## src/rtl/multi_dataflow_frame_feeder_pkg.sv

```systemverilog
// Shared types for the multi_dataflow frame feeder: control/flag records and FSM encoding.
package multi_dataflow_package;

    localparam int unsigned LEN_WIDTH_DEF = 32;
    localparam int unsigned NFR_WIDTH_DEF = 16;

    typedef struct packed {
        logic                     start;
        logic [LEN_WIDTH_DEF-1:0] frame_len;
        logic [NFR_WIDTH_DEF-1:0] num_frames;
    } ctrl_frame_feeder_t;

    typedef struct packed {
        logic                     busy;
        logic                     done;
        logic [NFR_WIDTH_DEF-1:0] frame_cnt;
        logic [LEN_WIDTH_DEF-1:0] pel_cnt;
    } flags_frame_feeder_t;

    typedef enum logic [1:0] {
        IDLE = 2'd0,
        SIZE = 2'd1,
        PEL  = 2'd2,
        DONE = 2'd3
    } frame_feeder_state_t;

endpackage

```

## src/rtl/hwpe_stream_intf_stream.sv

```systemverilog
// Minimal valid/ready stream interface with data and byte strobes.
interface hwpe_stream_intf_stream #(
    parameter int unsigned DATA_WIDTH = 32
) ();
    localparam int unsigned STRB_WIDTH = DATA_WIDTH / 8;

    logic                  valid;
    logic                  ready;
    logic [DATA_WIDTH-1:0] data;
    logic [STRB_WIDTH-1:0] strb;

    modport source (output valid, output data, output strb, input ready);
    modport sink   (input valid, input data, input strb, output ready);
endinterface

```

## src/rtl/multi_dataflow_frame_feeder.sv

```systemverilog
// Splits one raw pixel stream into a size-token stream and a framed pixel stream
// for the multi_dataflow kernel, num_frames frames of frame_len pixels per job.
module multi_dataflow_frame_feeder
    import multi_dataflow_package::*;
#(
    parameter int unsigned PEL_WIDTH  = 32,
    parameter int unsigned SIZE_WIDTH = 32,
    parameter int unsigned LEN_WIDTH  = LEN_WIDTH_DEF,
    parameter int unsigned NFR_WIDTH  = NFR_WIDTH_DEF
) (
    input  logic                  clk_i,
    input  logic                  rst_ni,
    input  logic                  clear_i,
    hwpe_stream_intf_stream.sink   pel_i,
    hwpe_stream_intf_stream.source pel_o,
    hwpe_stream_intf_stream.source size_o,
    input  ctrl_frame_feeder_t    ctrl_i,
    output flags_frame_feeder_t   flags_o
);

    frame_feeder_state_t  state_r;
    logic [LEN_WIDTH-1:0] frame_len_r;
    logic [NFR_WIDTH-1:0] num_frames_r;
    logic [LEN_WIDTH-1:0] pel_cnt_r;
    logic [NFR_WIDTH-1:0] frame_cnt_r;

    logic in_pel_s;
    logic in_size_s;
    logic pel_hs_s;
    logic last_pel_s;
    logic last_frame_s;

    assign in_pel_s     = (state_r == PEL);
    assign in_size_s    = (state_r == SIZE);
    assign pel_hs_s     = in_pel_s & pel_i.valid & pel_o.ready;
    // Latched values are non-zero whenever PEL is reachable, so the minus-one never wraps.
    assign last_pel_s   = (pel_cnt_r == (frame_len_r - LEN_WIDTH'(1)));
    assign last_frame_s = (frame_cnt_r == (num_frames_r - NFR_WIDTH'(1)));

    // Pixel path is a pure combinational gate around the PEL state.
    assign pel_o.valid  = in_pel_s ? pel_i.valid : 1'b0;
    assign pel_o.data   = PEL_WIDTH'(pel_i.data);
    assign pel_o.strb   = pel_i.strb;
    assign pel_i.ready  = in_pel_s ? pel_o.ready : 1'b0;

    assign size_o.valid = in_size_s;
    assign size_o.data  = in_size_s ? SIZE_WIDTH'(frame_len_r) : '0;
    assign size_o.strb  = '1;

    assign flags_o.busy      = in_size_s | in_pel_s;
    assign flags_o.done      = (state_r == DONE);
    assign flags_o.frame_cnt = frame_cnt_r;
    assign flags_o.pel_cnt   = pel_cnt_r;

    // Job sequencer: latch parameters, emit size token, count pixels and frames.
    always_ff @(posedge clk_i or negedge rst_ni) begin
        if (!rst_ni) begin
            state_r      <= IDLE;
            frame_len_r  <= '0;
            num_frames_r <= '0;
            pel_cnt_r    <= '0;
            frame_cnt_r  <= '0;
        end else if (clear_i) begin
            state_r      <= IDLE;
            pel_cnt_r    <= '0;
            frame_cnt_r  <= '0;
        end else begin
            case (state_r)
                IDLE: begin
                    if (ctrl_i.start) begin
                        frame_len_r  <= ctrl_i.frame_len;
                        num_frames_r <= ctrl_i.num_frames;
                        pel_cnt_r    <= '0;
                        frame_cnt_r  <= '0;
                        if ((ctrl_i.frame_len == '0) || (ctrl_i.num_frames == '0)) begin
                            state_r <= DONE;
                        end else begin
                            state_r <= SIZE;
                        end
                    end else begin
                        state_r <= IDLE;
                    end
                end
                SIZE: begin
                    if (size_o.ready) begin
                        state_r <= PEL;
                    end else begin
                        state_r <= SIZE;
                    end
                end
                PEL: begin
                    if (pel_hs_s) begin
                        if (last_pel_s) begin
                            pel_cnt_r <= '0;
                            if (last_frame_s) begin
                                state_r <= DONE;
                            end else begin
                                frame_cnt_r <= frame_cnt_r + NFR_WIDTH'(1);
                                state_r     <= SIZE;
                            end
                        end else begin
                            pel_cnt_r <= pel_cnt_r + LEN_WIDTH'(1);
                        end
                    end else begin
                        state_r <= PEL;
                    end
                end
                DONE: begin
                    state_r <= IDLE;
                end
                default: begin
                    state_r <= IDLE;
                end
            endcase
        end
    end

endmodule

```

## src/flat_wrapper.sv

```systemverilog
// flat-port wrapper written by rule: the top's interface ports become plain ports
module multi_dataflow_frame_feeder_flat import multi_dataflow_package::*;
#(
    parameter int unsigned PEL_WIDTH  = 32,
    parameter int unsigned SIZE_WIDTH = 32,
    parameter int unsigned LEN_WIDTH  = LEN_WIDTH_DEF,
    parameter int unsigned NFR_WIDTH  = NFR_WIDTH_DEF
)
  (clk_i, rst_ni, clear_i, ctrl_i, flags_o, pel_i_valid, pel_i_data, pel_i_strb, pel_i_ready, pel_o_valid, pel_o_data, pel_o_strb, pel_o_ready, size_o_valid, size_o_data, size_o_strb, size_o_ready);
  hwpe_stream_intf_stream #(.DATA_WIDTH(32)) pel_i_i ();
  hwpe_stream_intf_stream #(.DATA_WIDTH(32)) pel_o_i ();
  hwpe_stream_intf_stream #(.DATA_WIDTH(32)) size_o_i ();
  input  logic clk_i;
  input  logic rst_ni;
  input  logic clear_i;
  input  ctrl_frame_feeder_t ctrl_i;
  output flags_frame_feeder_t flags_o;
  input wire logic [$bits(pel_i_i.valid)-1:0] pel_i_valid;
  input wire logic [$bits(pel_i_i.data)-1:0] pel_i_data;
  input wire logic [$bits(pel_i_i.strb)-1:0] pel_i_strb;
  output wire logic [$bits(pel_i_i.ready)-1:0] pel_i_ready;
  output wire logic [$bits(pel_o_i.valid)-1:0] pel_o_valid;
  output wire logic [$bits(pel_o_i.data)-1:0] pel_o_data;
  output wire logic [$bits(pel_o_i.strb)-1:0] pel_o_strb;
  input wire logic [$bits(pel_o_i.ready)-1:0] pel_o_ready;
  output wire logic [$bits(size_o_i.valid)-1:0] size_o_valid;
  output wire logic [$bits(size_o_i.data)-1:0] size_o_data;
  output wire logic [$bits(size_o_i.strb)-1:0] size_o_strb;
  input wire logic [$bits(size_o_i.ready)-1:0] size_o_ready;
  assign pel_i_i.valid = pel_i_valid;
  assign pel_i_i.data = pel_i_data;
  assign pel_i_i.strb = pel_i_strb;
  assign pel_i_ready = pel_i_i.ready;
  assign pel_o_valid = pel_o_i.valid;
  assign pel_o_data = pel_o_i.data;
  assign pel_o_strb = pel_o_i.strb;
  assign pel_o_i.ready = pel_o_ready;
  assign size_o_valid = size_o_i.valid;
  assign size_o_data = size_o_i.data;
  assign size_o_strb = size_o_i.strb;
  assign size_o_i.ready = size_o_ready;
  multi_dataflow_frame_feeder #(.PEL_WIDTH(PEL_WIDTH), .SIZE_WIDTH(SIZE_WIDTH), .LEN_WIDTH(LEN_WIDTH), .NFR_WIDTH(NFR_WIDTH)) u_core (.clk_i(clk_i), .rst_ni(rst_ni), .clear_i(clear_i), .pel_i(pel_i_i), .pel_o(pel_o_i), .size_o(size_o_i), .ctrl_i(ctrl_i), .flags_o(flags_o));
endmodule
```

## config.mk

```make
export PLATFORM = sky130hd
export DESIGN_NAME = multi_dataflow_frame_feeder_flat
export DESIGN_NICKNAME = d
export VERILOG_FILES = /design/src/rtl/multi_dataflow_frame_feeder_pkg.sv /design/src/rtl/hwpe_stream_intf_stream.sv /design/src/rtl/multi_dataflow_frame_feeder.sv /design/src/flat_wrapper.sv
export SDC_FILE = /design/constraint.sdc
export NUM_CORES = 1
export LEC_CHECK = 0
export CORE_ASPECT_RATIO = 1.25
export CORE_UTILIZATION = 43
export CTS_BUF_LIST = sky130_fd_sc_hd__clkbuf_16
export DETAILED_ROUTE_END_ITERATION = 10
export PLACE_DENSITY = 0.74
export REMOVE_ABC_BUFFERS = 1
export SLEW_MARGIN = 20
export SYNTH_ARGS = -nofsm -noshare
export SYNTH_HDL_FRONTEND = slang
export SYNTH_SLANG_ARGS = --single-unit
export TNS_END_PERCENT = 50
```

## constraint.sdc

```tcl
create_clock -name clk_i -period 3.18 [get_ports clk_i]
set_input_delay 0.636 -clock clk_i [delete_from_list [all_inputs] [get_ports clk_i]]
set_output_delay 0.636 -clock clk_i [all_outputs]
set_load 0.03 [all_outputs]
```

==> run_summary.xml <==
<?xml version="1.0" encoding="UTF-8"?>
<metrics>
  <group name="status">
    <metric name="result_of_the_run" unit="">finished with violations</metric>
    <metric name="failed_checks" unit="">negative setup slack</metric>
  </group>
  <group name="sta">
    <metric name="final-setup-viol-count" unit="">38</metric>
    <metric name="timing.final.ws_setup" unit="ns">-0.159</metric>
    <metric name="timing_hold_violations_final" unit="">0</metric>
    <metric name="final_min_period_over_clock_period" unit="">1.05</metric>
    <metric name="max_slew.worst_pin.slew" unit="ns">0.679</metric>
    <metric name="final.min_clock_period" unit="ns">3.34</metric>
    <metric name="timing_max_transition_violations_final" unit="">0</metric>
    <metric name="slew_headroom" unit="">0.547</metric>
    <metric name="max_clock_freq" unit="MHz">300</metric>
    <metric name="final.setup_skew" unit="ns">0.00524</metric>
    <metric name="grt_setup_unrepaired" unit="">yes</metric>
  </group>
  <group name="power_and_ir_drop">
    <metric name="share_clk_of_total_power" unit="">0.283</metric>
    <metric name="switching_share" unit="">0.331</metric>
    <metric name="p_int" unit="mW">2.79</metric>
    <metric name="power.combinational.fraction" unit="">0.352</metric>
    <metric name="net-switching-power" unit="mW">1.38</metric>
    <metric name="max-vdd-ir-drop" unit="µV">317</metric>
    <metric name="share_seq_of_total_power" unit="">0.365</metric>
    <metric name="pwr_density_cell" unit="mW/mm²">428</metric>
    <metric name="post-layout-total-power" unit="mW">4.17</metric>
    <metric name="static-leakage-power" unit="nW">4.10</metric>
  </group>
  <group name="critical_path">
    <metric name="crit_fanout" unit="">6</metric>
    <metric name="critical_path_arrival" unit="ns">3.63</metric>
    <metric name="cpMaxStageDelayCell" unit="">sky130_fd_sc_hd__or4b_4</metric>
    <metric name="critical_path.max_stage_delay" unit="ns">0.55</metric>
    <metric name="required" unit="ns">3.47</metric>
    <metric name="worst-setup-path-type" unit="">flop to flop</metric>
    <metric name="cp-end-kind" unit="">flop</metric>
    <metric name="critPathMostFrequentCell" unit="">sky130_fd_sc_hd__or4_4</metric>
    <metric name="cells_traversed_along_the_worst_timing_path" unit="">or4_4 -&gt; or4b_4 -&gt; nor3_4 -&gt; xnor2_1 -&gt; a211o_1 -&gt; a311o_2 -&gt; or3_4 -&gt; or4_4 -&gt; nand3_2</metric>
    <metric name="startpoint_type" unit="">flop</metric>
  </group>
  <group name="global_routing">
    <metric name="global_route.overflow_total" unit="">0</metric>
    <metric name="grt_pass1_wl" unit="µm">35700</metric>
    <metric name="first_global_vias" unit="">6792</metric>
    <metric name="grt_start_max_net_pins" unit="">51</metric>
    <metric name="antenna_found_initial" unit="">0</metric>
    <metric name="track_usage" unit="">0.275</metric>
  </group>
  <group name="cts">
    <metric name="postCtsHoldBufs" unit="">0</metric>
    <metric name="clock_tree.root_cell" unit="">sky130_fd_sc_hd__clkbuf_16</metric>
    <metric name="clk_pin_slew" unit="ns">0.07</metric>
    <metric name="tritoncts.num_buffers" unit="">9</metric>
    <metric name="tritoncts" unit="">built</metric>
    <metric name="h-tree-depth" unit="">3</metric>
    <metric name="clock_insertion_delay_worst_skew" unit="ns">0.35</metric>
    <metric name="clockBufferDepth" unit="">2</metric>
    <metric name="numClockSinks" unit="">98</metric>
  </group>
  <group name="detailed_routing">
    <metric name="drtPass1Iterations" unit="">5</metric>
    <metric name="route.detailed.vias_per_inst" unit="">5.72</metric>
    <metric name="wl_per_cell" unit="µm">18.9</metric>
    <metric name="dr.first_iter.drc_count" unit="">520</metric>
    <metric name="dr_total_vias" unit="">6921</metric>
    <metric name="ant_nets_after_route" unit="">0</metric>
    <metric name="drt-total-wl" unit="µm">22900</metric>
    <metric name="post-route-drc-count" unit="">0</metric>
  </group>
  <group name="floorplan">
    <metric name="ports_placed_on_the_boundary" unit="">216</metric>
    <metric name="core_region_area" unit="mm²">0.0158</metric>
    <metric name="start_util" unit="">0.446</metric>
    <metric name="fp.dieH" unit="µm">145</metric>
    <metric name="placementRows" unit="">51</metric>
    <metric name="die_w" unit="µm">116</metric>
    <metric name="dieArea" unit="mm²">0.0169</metric>
  </group>
  <group name="yosys">
    <metric name="synth_largest_area_cell" unit="">sky130_fd_sc_hd__dfrtp_1</metric>
    <metric name="ys_dominant_reg_cell" unit="">sky130_fd_sc_hd__dfrtp_1</metric>
    <metric name="synthDominantCellAreaShare" unit="">0.349</metric>
    <metric name="post_synth.cell_area_avg" unit="µm²">8.86</metric>
    <metric name="ys_seq_elements" unit="">98</metric>
    <metric name="synthTopCellsByArea" unit="">sky130_fd_sc_hd__dfrtp_1 (35%), sky130_fd_sc_hd__mux2_2 (8.3%), sky130_fd_sc_hd__xnor2_1 (4.7%)</metric>
    <metric name="yosysWarnings" unit="">0</metric>
    <metric name="synthesis.area" unit="mm²">0.00703</metric>
    <metric name="async_flop_share" unit="">1.00</metric>
    <metric name="synthDistinctLibCells" unit="">73</metric>
    <metric name="fraction_of_the_yosys_area_taken_by_sequential_cells" unit="">0.349</metric>
    <metric name="synthCells" unit="">793</metric>
    <metric name="number_of_flops_mapped_to_enable_cells_by_yosys" unit="">0</metric>
  </group>
  <group name="layout">
    <metric name="syn2layout_area_growth" unit="%">38.5</metric>
    <metric name="layout-drive-gt1-share" unit="">0.255</metric>
    <metric name="num_antenna_cells" unit="">0</metric>
    <metric name="nNetsFinal" unit="">1091</metric>
    <metric name="finalInstanceArea" unit="mm²">0.00973</metric>
  </group>
  <group name="placement">
    <metric name="dp_hpwl" unit="µm">17300</metric>
    <metric name="place_congestion" unit="">0.940</metric>
    <metric name="port_buffers" unit="">139</metric>
    <metric name="place_area" unit="mm²">0.00910</metric>
  </group>
  <group name="flow_run">
    <metric name="max_cap_check_violation_count" unit="">0</metric>
  </group>
  <group name="min_path">
    <metric name="min-delay-path-class" unit="">input port to async pin</metric>
  </group>
</metrics>
-- state kept, by name (all words and copies together) (netlist names) --
name,flops
u_core.state_r,2
u_core.frame_len_r,32
u_core.frame_cnt_r,16
u_core.pel_cnt_r,32
u_core.num_frames_r,16
-- stage by stage --
stage	setup TNS [ns]	utilization	hold WS (ns)	instances	worst slack, ns
floorplan	-28.49	-	0.340	722	-0.912
global placement	-12.87	0.578	0.514	1187	-0.324
detailed placement	-15.67	0.578	0.525	1187	-0.396
CTS	-1.58	0.610	0.349	1206	-0.139
global route	-6.58	0.618	0.357	1209	-0.236
finish	-2.41	0.618	0.315	1209	-0.159
-- critical path: cells and delay by family, from the launching register on --
kind | cells | cell delay (ns)
AND/OR/NAND/NOR | 6 | 2.21
flip-flops | 1 | 0.37
XOR/XNOR | 1 | 0.09
AO/OA/AOI/OAI | 2 | 0.59
-- layer usage --
layer	wire, µm	up-vias	global-route usage
li1	-	3195	-
met1	9240	3353	0.339
met2	11500	325	0.465
met3	1640	46	0.0689
met4	452	2	0.0731
met5	48	-	0.0381
-- layout make-up --
cell class | count | area (µm²)
clock buffers | 9 | 225
clock inverters | 7 | 92.6
inverters | 30 | 113
repair buffers | 259 | 2320
well taps | 212 | 265
multi-input cells | 594 | 4260
fillers | 1307 | 6030
flip-flops and latches | 98 | 2450
-- path summary, 6_finish.rpt --
| check | startpoint | end | slack [ns] | cells after the start |
|---|---|---|---|---|
| worst max-delay path | u_core.frame_len_r[16] | u_core.frame_cnt_r[13] | -0.16 | 9 |
| worst min-delay path | rst_ni | u_core.pel_cnt_r[1] | 0.32 | 1 |
| worst max register to register | u_core.frame_len_r[16] | u_core.frame_cnt_r[13] | -0.16 | 9 |
| worst min register to register | u_core.frame_len_r[1] | u_core.frame_len_r[1] | 0.54 | 1 |
| max in group asynchronous | rst_ni | u_core.state_r[1] | 2.16 | 2 |
| min in group clk_i | u_core.frame_len_r[1] | u_core.frame_len_r[1] | 0.54 | 1 |
-- cell families (layout without fill, tap and decap cells) --
| logic type | count (synthesis) | after routing | share of synthesized area |
|---|---|---|---|
| xor gates and xnor gates | 73 | 73 | 0.0910 |
| AOI/OAI and AO/OA | 106 | 106 | 0.100 |
| adders and majority gates | 8 | 8 | 0.0142 |
| buffers and inverters | 104 | 305 | 0.0831 |
| and+or+nand+nor | 347 | 347 | 0.273 |
| muxes | 56 | 56 | 0.0890 |
| other | 1 | 4 | 0.000533 |
| DFF | 98 | 98 | 0.349 |
-- power groups by stage --
| stage | Combinational, mW | Sequential (mW) | Clock, mW |
|---|---|---|---|
| floorplan | 0.709 | 1.56 | 0 |
| global placement | 1.37 | 1.53 | 0 |
| detailed placement | 1.39 | 1.53 | 0 |
| CTS | 1.44 | 1.51 | 1.19 |
| global route | 1.58 | 1.54 | 1.24 |
| finish | 1.47 | 1.52 | 1.18 |
-- timing repair --
item | 4_1_cts | 5_1_grt
gates resized for setup | 39 | 26
setup buffers | 3 | 3
endpoints found under the setup margin | 50 | 50
pin swaps | 12 | 9
-- cells in the mapped netlist, drive strengths merged, types with 4 or more instances --
master  count
a211o       5
a21o        4
a21oi      21
a22o        6
a31oi      11
and2       30
and3       17
and4        9
and4b       4
buf        48
clkbuf     26
dfrtp      98
ha          8
inv        30
mux2       52
mux2i       4
nand2      49
nand2b      4
nand3      34
nand3b      4
nand4      23
nand4b      4
nor2       79
nor2b       5
nor3       18
nor4       34
o211ai      6
o21a        5
o21ai      24
o22ai       5
or2         5
or3        12
or4         6
xnor2      38
xor2       35
-- cell usage in the layout, fill, tap and decap left out, types with 14 or more instances in the layout --
master / instances
sky130_fd_sc_hd__and2_1: 29
sky130_fd_sc_hd__dfrtp_1: 98
sky130_fd_sc_hd__nor2_1: 78
sky130_fd_sc_hd__mux2_2: 52
sky130_fd_sc_hd__clkdlybuf4s50_1: 131
sky130_fd_sc_hd__nand4_1: 23
sky130_fd_sc_hd__nand3_1: 32
sky130_fd_sc_hd__and3_1: 14
sky130_fd_sc_hd__buf_4: 121
sky130_fd_sc_hd__xor2_1: 35
sky130_fd_sc_hd__nor4_1: 24
sky130_fd_sc_hd__inv_1: 30
sky130_fd_sc_hd__a21oi_1: 18
sky130_fd_sc_hd__xnor2_1: 37
sky130_fd_sc_hd__nand2_1: 48
(Power assumes the default switching activity.)
